<file path="src/rtl/pwm_latch_loader.sv">
// pwm_latch_loader: queues {chan, ton, en} commands in a 4-entry FIFO and
// replays each one to the multi-PWM stage as a setup / strobe / hold
// sequence on a shared Ton bus with a one-hot per-channel latch strobe.
//
// Command handshake: a command transfers on any rising clk edge where
// cmd_valid and cmd_ready are both 1; cmd_ready is 1 whenever the FIFO has a
// free entry and does not depend on cmd_valid.
module pwm_latch_loader #(
  parameter int NCH_MSB   = 24,
  parameter int TON_MSB   = 10,
  parameter int LATCH_CYC = 2
) (
  input  logic             clk,
  input  logic             reset_n,
  input  logic             cmd_valid,
  output logic             cmd_ready,
  input  logic [4:0]       cmd_chan,
  input  logic [TON_MSB:0] cmd_ton,
  input  logic             cmd_en,
  input  logic             oe_clr,
  output logic [TON_MSB:0] ton,
  output logic [NCH_MSB:0] latch,
  output logic [NCH_MSB:0] oe,
  output logic             busy,
  output logic             err_chan,
  output logic [1:0]       dbg_state
);

  typedef enum logic [1:0] {IDLE, SETUP, STROBE, HOLD} state_t;

  localparam int EW = 5 + TON_MSB + 1 + 1;

  // Command FIFO storage and bookkeeping
  logic [EW-1:0]    fifo_mem [4];
  logic [1:0]       wr_ptr;
  logic [1:0]       rd_ptr;
  logic [2:0]       count;
  logic             avail_q;
  logic             push;
  logic             pop;

  logic [4:0]       head_chan;
  logic [TON_MSB:0] head_ton;
  logic             head_en;
  logic             head_valid;

  // Sequencer state
  state_t           state_q;
  state_t           state_d;
  logic [3:0]       cnt_q;
  logic [4:0]       chan_q;
  logic             en_q;
  logic             load;
  logic             drop;
  logic             start_strobe;
  logic [NCH_MSB:0] chan_onehot;

  assign cmd_ready  = (count != 3'd4);
  assign push       = cmd_valid && cmd_ready;
  assign {head_chan, head_ton, head_en} = fifo_mem[rd_ptr];
  assign head_valid = (int'(head_chan) <= NCH_MSB);
  assign busy       = (count != 3'd0) || (state_q != IDLE);
  assign dbg_state  = state_q;

  // Decode the registered channel into its latch bit
  always_comb begin
    chan_onehot = (NCH_MSB + 1)'(1) << chan_q;
  end

  // FIFO entry storage; contents only matter while counted as occupied
  always_ff @(posedge clk) begin
    if (push) fifo_mem[wr_ptr] <= {cmd_chan, cmd_ton, cmd_en};
  end

  // FIFO pointers and occupancy; avail_q is the occupancy flag delayed by
  // one clock, which sets the two-clock acceptance-to-setup latency
  always_ff @(posedge clk) begin
    if (!reset_n) begin
      wr_ptr  <= 2'd0;
      rd_ptr  <= 2'd0;
      count   <= 3'd0;
      avail_q <= 1'b0;
    end else begin
      if (push) wr_ptr <= wr_ptr + 2'd1;
      if (pop)  rd_ptr <= rd_ptr + 2'd1;
      if (push && !pop)      count <= count + 3'd1;
      else if (!push && pop) count <= count - 3'd1;
      avail_q <= (count != 3'd0);
    end
  end

  // Next-state logic: pop in IDLE, then setup, LATCH_CYC strobes, one hold
  always_comb begin
    state_d      = state_q;
    pop          = 1'b0;
    load         = 1'b0;
    drop         = 1'b0;
    start_strobe = 1'b0;
    case (state_q)
      IDLE: begin
        // count is rechecked because avail_q can lag a pop of the last entry
        if (avail_q && (count != 3'd0)) begin
          pop = 1'b1;
          if (head_valid) begin
            load    = 1'b1;
            state_d = SETUP;
          end else begin
            drop = 1'b1;
          end
        end
      end
      SETUP: begin
        start_strobe = 1'b1;
        state_d      = STROBE;
      end
      STROBE: begin
        if (cnt_q == 4'(LATCH_CYC - 1)) state_d = HOLD;
      end
      HOLD: begin
        state_d = IDLE;
      end
      default: state_d = IDLE;
    endcase
  end

  // Sequencer registers and the Ton / latch / oe / err outputs
  always_ff @(posedge clk) begin
    if (!reset_n) begin
      state_q  <= IDLE;
      cnt_q    <= 4'd0;
      chan_q   <= 5'd0;
      en_q     <= 1'b0;
      ton      <= '0;
      latch    <= '0;
      oe       <= '0;
      err_chan <= 1'b0;
    end else begin
      state_q  <= state_d;
      err_chan <= drop;
      if (load) begin
        ton    <= head_ton;
        chan_q <= head_chan;
        en_q   <= head_en;
      end
      if (start_strobe)           cnt_q <= 4'd0;
      else if (state_q == STROBE) cnt_q <= cnt_q + 4'd1;
      latch <= (state_d == STROBE) ? chan_onehot : '0;
      // A global clear wins over the enable update on the strobe-entry edge
      if (oe_clr)            oe <= '0;
      else if (start_strobe) oe <= (oe & ~chan_onehot) | (en_q ? chan_onehot : '0);
    end
  end

endmodule

</file>
<file path="config.mk">
export PLATFORM = sky130hd
export DESIGN_NAME = pwm_latch_loader
export DESIGN_NICKNAME = d
export VERILOG_FILES = /design/src/rtl/pwm_latch_loader.sv
export SDC_FILE = /design/constraint.sdc
export NUM_CORES = 1
export LEC_CHECK = 0
export ABC_CLOCK_PERIOD_IN_PS = 3600
export CAP_MARGIN = 15
export CORE_UTILIZATION = 30
export DETAILED_ROUTE_END_ITERATION = 10
export SLEW_MARGIN = 20
export SYNTH_ARGS = -nofsm -noshare
export SYNTH_HDL_FRONTEND = slang
export SYNTH_SLANG_ARGS = --single-unit
</file>
<file path="constraint.sdc">
create_clock -name clk -period 3.6 [get_ports clk]
set_clock_uncertainty 0.15 [all_clocks]
set_input_delay 0.54 -clock clk [delete_from_list [all_inputs] [get_ports clk]]
set_output_delay 0.54 -clock clk [all_outputs]
set_load 0.01 [all_outputs]
</file>
==> flow_summary_export.csv <==
group,metric,value,unit
layout,area_growth,28.3,%
clock_tree,cts-hold-fix-buffers,0,
layout,fillers,1850,
place,placed_cell_area,7010,um^2
global_routing,gr-usage-met1,16.7,%
die,io_pins,87,
detailed_routing,wl,13.4,mm
yosys,yosys_most_used_dff,"dfxtp_1",
critical_path,arrival,3.22,ns
yosys,synthArstFlopShare,0,%
critical_path,r2r-end,"count[2]",
yosys,yosysTopAreaCell,"edfxtp_1",
place,place_congestion,0.760,
clock_tree,post_cts_buffers,0,
critical_path,r2r-start,"dbg_state[0]",
global_routing,grt_pass1_wl,20.8,mm
clock_tree,clock-root-buffer,"clkbuf_16",
yosys,synth-seq-area-share,62.8,%
timing,setup_violations,0,
layout,nNetsFinal,582,
run,max_cap_viol_count,0,
yosys,syn_nets,499,
timing,hold_slack,0.328,ns
detailed_routing,drtAntennaViolNets,0,
timing,fmax,332,MHz
global_routing,grt_antenna_before_repair,0,
min_path,min_delay_path_depth,2,
die,core,19400,um^2
timing,grt_setup_unrepaired,"false",
yosys,syn_avg_cell_area,12.7,um^2
layout,stdcell_area,7610,um^2
layout,multiInputGateArea,2010,um^2
critical_path,crit_path_top_delay_cell,"inv_1",
layout,drive_above_1_share,9.96,%
timing,fin_crit,3.01,ns
critical_path,crit_top_cell,"inv_1",
critical_path,cp_cell_sequence,"inv_1 -> ha_1 -> o311a_2 -> inv_1 -> ha_1 -> inv_1 -> fa_1 -> xor2_1 -> or3_1 -> a21boi_0",
yosys,synth_edf_count,68,
layout,n_antenna_cell,0,
layout,utilization,39.2,%
critical_path,critPathLaunch,"dbg_state[0]",
clock_tree,clkSinkCount,152,
die,die_w,143,um
timing,maxSlewViolCount,0,
yosys,yosysUniqueCellTypes,43,
critical_path,crit_type,"reg -> reg",
power_and_ir_drop,power.leakage,2.51,nW
critical_path,regToRegSetupSlack,0.59,ns
die,placementRows,51,
critical_path,slowest_delay,0.43,ns
yosys,ys_ff_latch,152,
clock_tree,cts_tree,"done",
timing,slew_headroom,35.5,%
global_routing,overflow,0,
detailed_routing,avgRoutedWirePerCell,16.2,um
detailed_routing,dr.pass1.iters,4,
place,portBuffers,86,
yosys,ys_top_cells_by_count,"84 x dfxtp_1, 68 x edfxtp_1, 55 x nor2_1",
clock_tree,ctsResizeCount,0,
die,die_area,20300,um^2
global_routing,top_usage_layer,"met2",
clock_tree,clock_path_buffers,2,
timing,fin_crit_sh,83.7,%
layout,seqCellArea,3720,um^2
timing,finalWorstSetupSlack,0.586,ns
power_and_ir_drop,power_density,661,nW/um^2
yosys,netlist_instances,466,
clock_tree,htree_levels,4,
yosys,synth.area.top_cells,"edfxtp_1 34%, dfxtp_1 28%, mux4_1 4.0%",
global_routing,use_met3,3.55,%
detailed_routing,drc,0,
global_routing,grtUsageTotal,13.9,%
detailed_routing,via_per_inst,4.70,
critical_path,reg2reg_depth,10,
global_routing,grtUsageMet2,23.3,%
critical_path,critPathLaunchType,"flop",
clock_tree,insertion_delay,0.43,ns
die,initial_core_util,30.6,%
detailed_routing,drt_iter0_markers,253,
timing,timing.final.hold_violations,0,
critical_path,worst-path-max-fanout,21,
yosys,synth.top_cell.area_share,34.4,%
detailed_routing,num_vias,3890,
critical_path,cp-end-kind,"flop",
global_routing,grt_pass1_vias,3775,
global_routing,grt_max_degree,34,
yosys,synth.cell_area,5930,um^2
clock_tree,numCtsBuffers,17,
timing,worstMarginPinSlew,0.968,ns
power_and_ir_drop,irDropWorstVdd,392,uV
run_status,status,"completed",
die,die_y,143,um
clock_tree,clkTransAtPathRegs,0.06,ns
place,place_hpwl,8.86,mm
yosys,yosysWarnings,0,
place,pre_cts_ws,0.585,ns
timing,tns,0,ns
yosys,yosysMostFrequentCell,"dfxtp_1",
critical_path,worst_ep_required_time,3.80,ns
min_path,hold_class,"reg -> reg",
per-layer routing:
metal  wire, um  up-vias
met5          0        -
met4        231        0
met3        665       18
met2       6840      118
met1       5630     1900
li1           -     1854
layout make-up:
cell class	count	area share (%)
multi-input combinational	278	26.5
clock buffer	18	5.64
tap	265	4.36
sequential	152	48.9
timing repair buffer	93	12.0
clock inverter	14	2.27
inverter	7	0.345
per-stage QoR:
step / std cells / power [mW]
CTS: 827 / 5.09
finish: 827 / 5.03
floorplan: 466 / 2.92
global placement: 795 / 3.21
detailed placement: 795 / 3.27
global route: 827 / 5.26
report_power, final:
| group | total [mW] | internal [mW] | switching [mW] |
|---|---|---|---|
| sequential | 2.13 | 1.99 | 0.140 |
| clock | 1.81 | 1.09 | 0.719 |
| combinational | 1.08 | 0.469 | 0.613 |
placed cells by master (no fill, tap or decap), types with 16 or more instances in the layout:
master           synthesis  routed
a21oi_1                 25      25
dfxtp_1                 84      84
a21boi_1                16      16
o21ai_0                 42      42
edfxtp_1                68      68
nand3_1                 18      18
clkbuf_16                0      17
clkdlybuf4s50_1          0      86
nor2_1                  55      55
nand2_1                 28      28
worst max path at each step:
stage | endpoint | slack (ns) | depth (start not counted)
floorplan | count[2] | 0.91 | 11
global placement | count[2] | 0.69 | 8
detailed placement | count[2] | 0.59 | 8
CTS | count[2] | 0.57 | 10
global route | count[2] | 0.40 | 10
finish | count[2] | 0.59 | 10
critical path: cells and delay by family (launching register included):
family | cells | cell delay (ns)
XOR/XNOR | 1 | 0.16
buffers and inverters | 3 | 0.60
flip-flops | 1 | 0.41
AO/OA/AOI/OAI | 2 | 0.43
AND/OR/NAND/NOR | 1 | 0.29
adder cells (fa/ha/maj) | 3 | 0.90
cell families after synthesis:
kind of cell	share of synthesized area, %
compound gates	10.7
xor+xnor	1.18
fa+ha+maj	2.66
buf+inv	3.31
flops	62.8
mux	7.53
simple gates	11.9
Note: power is estimated with default switching activity, not from simulation.
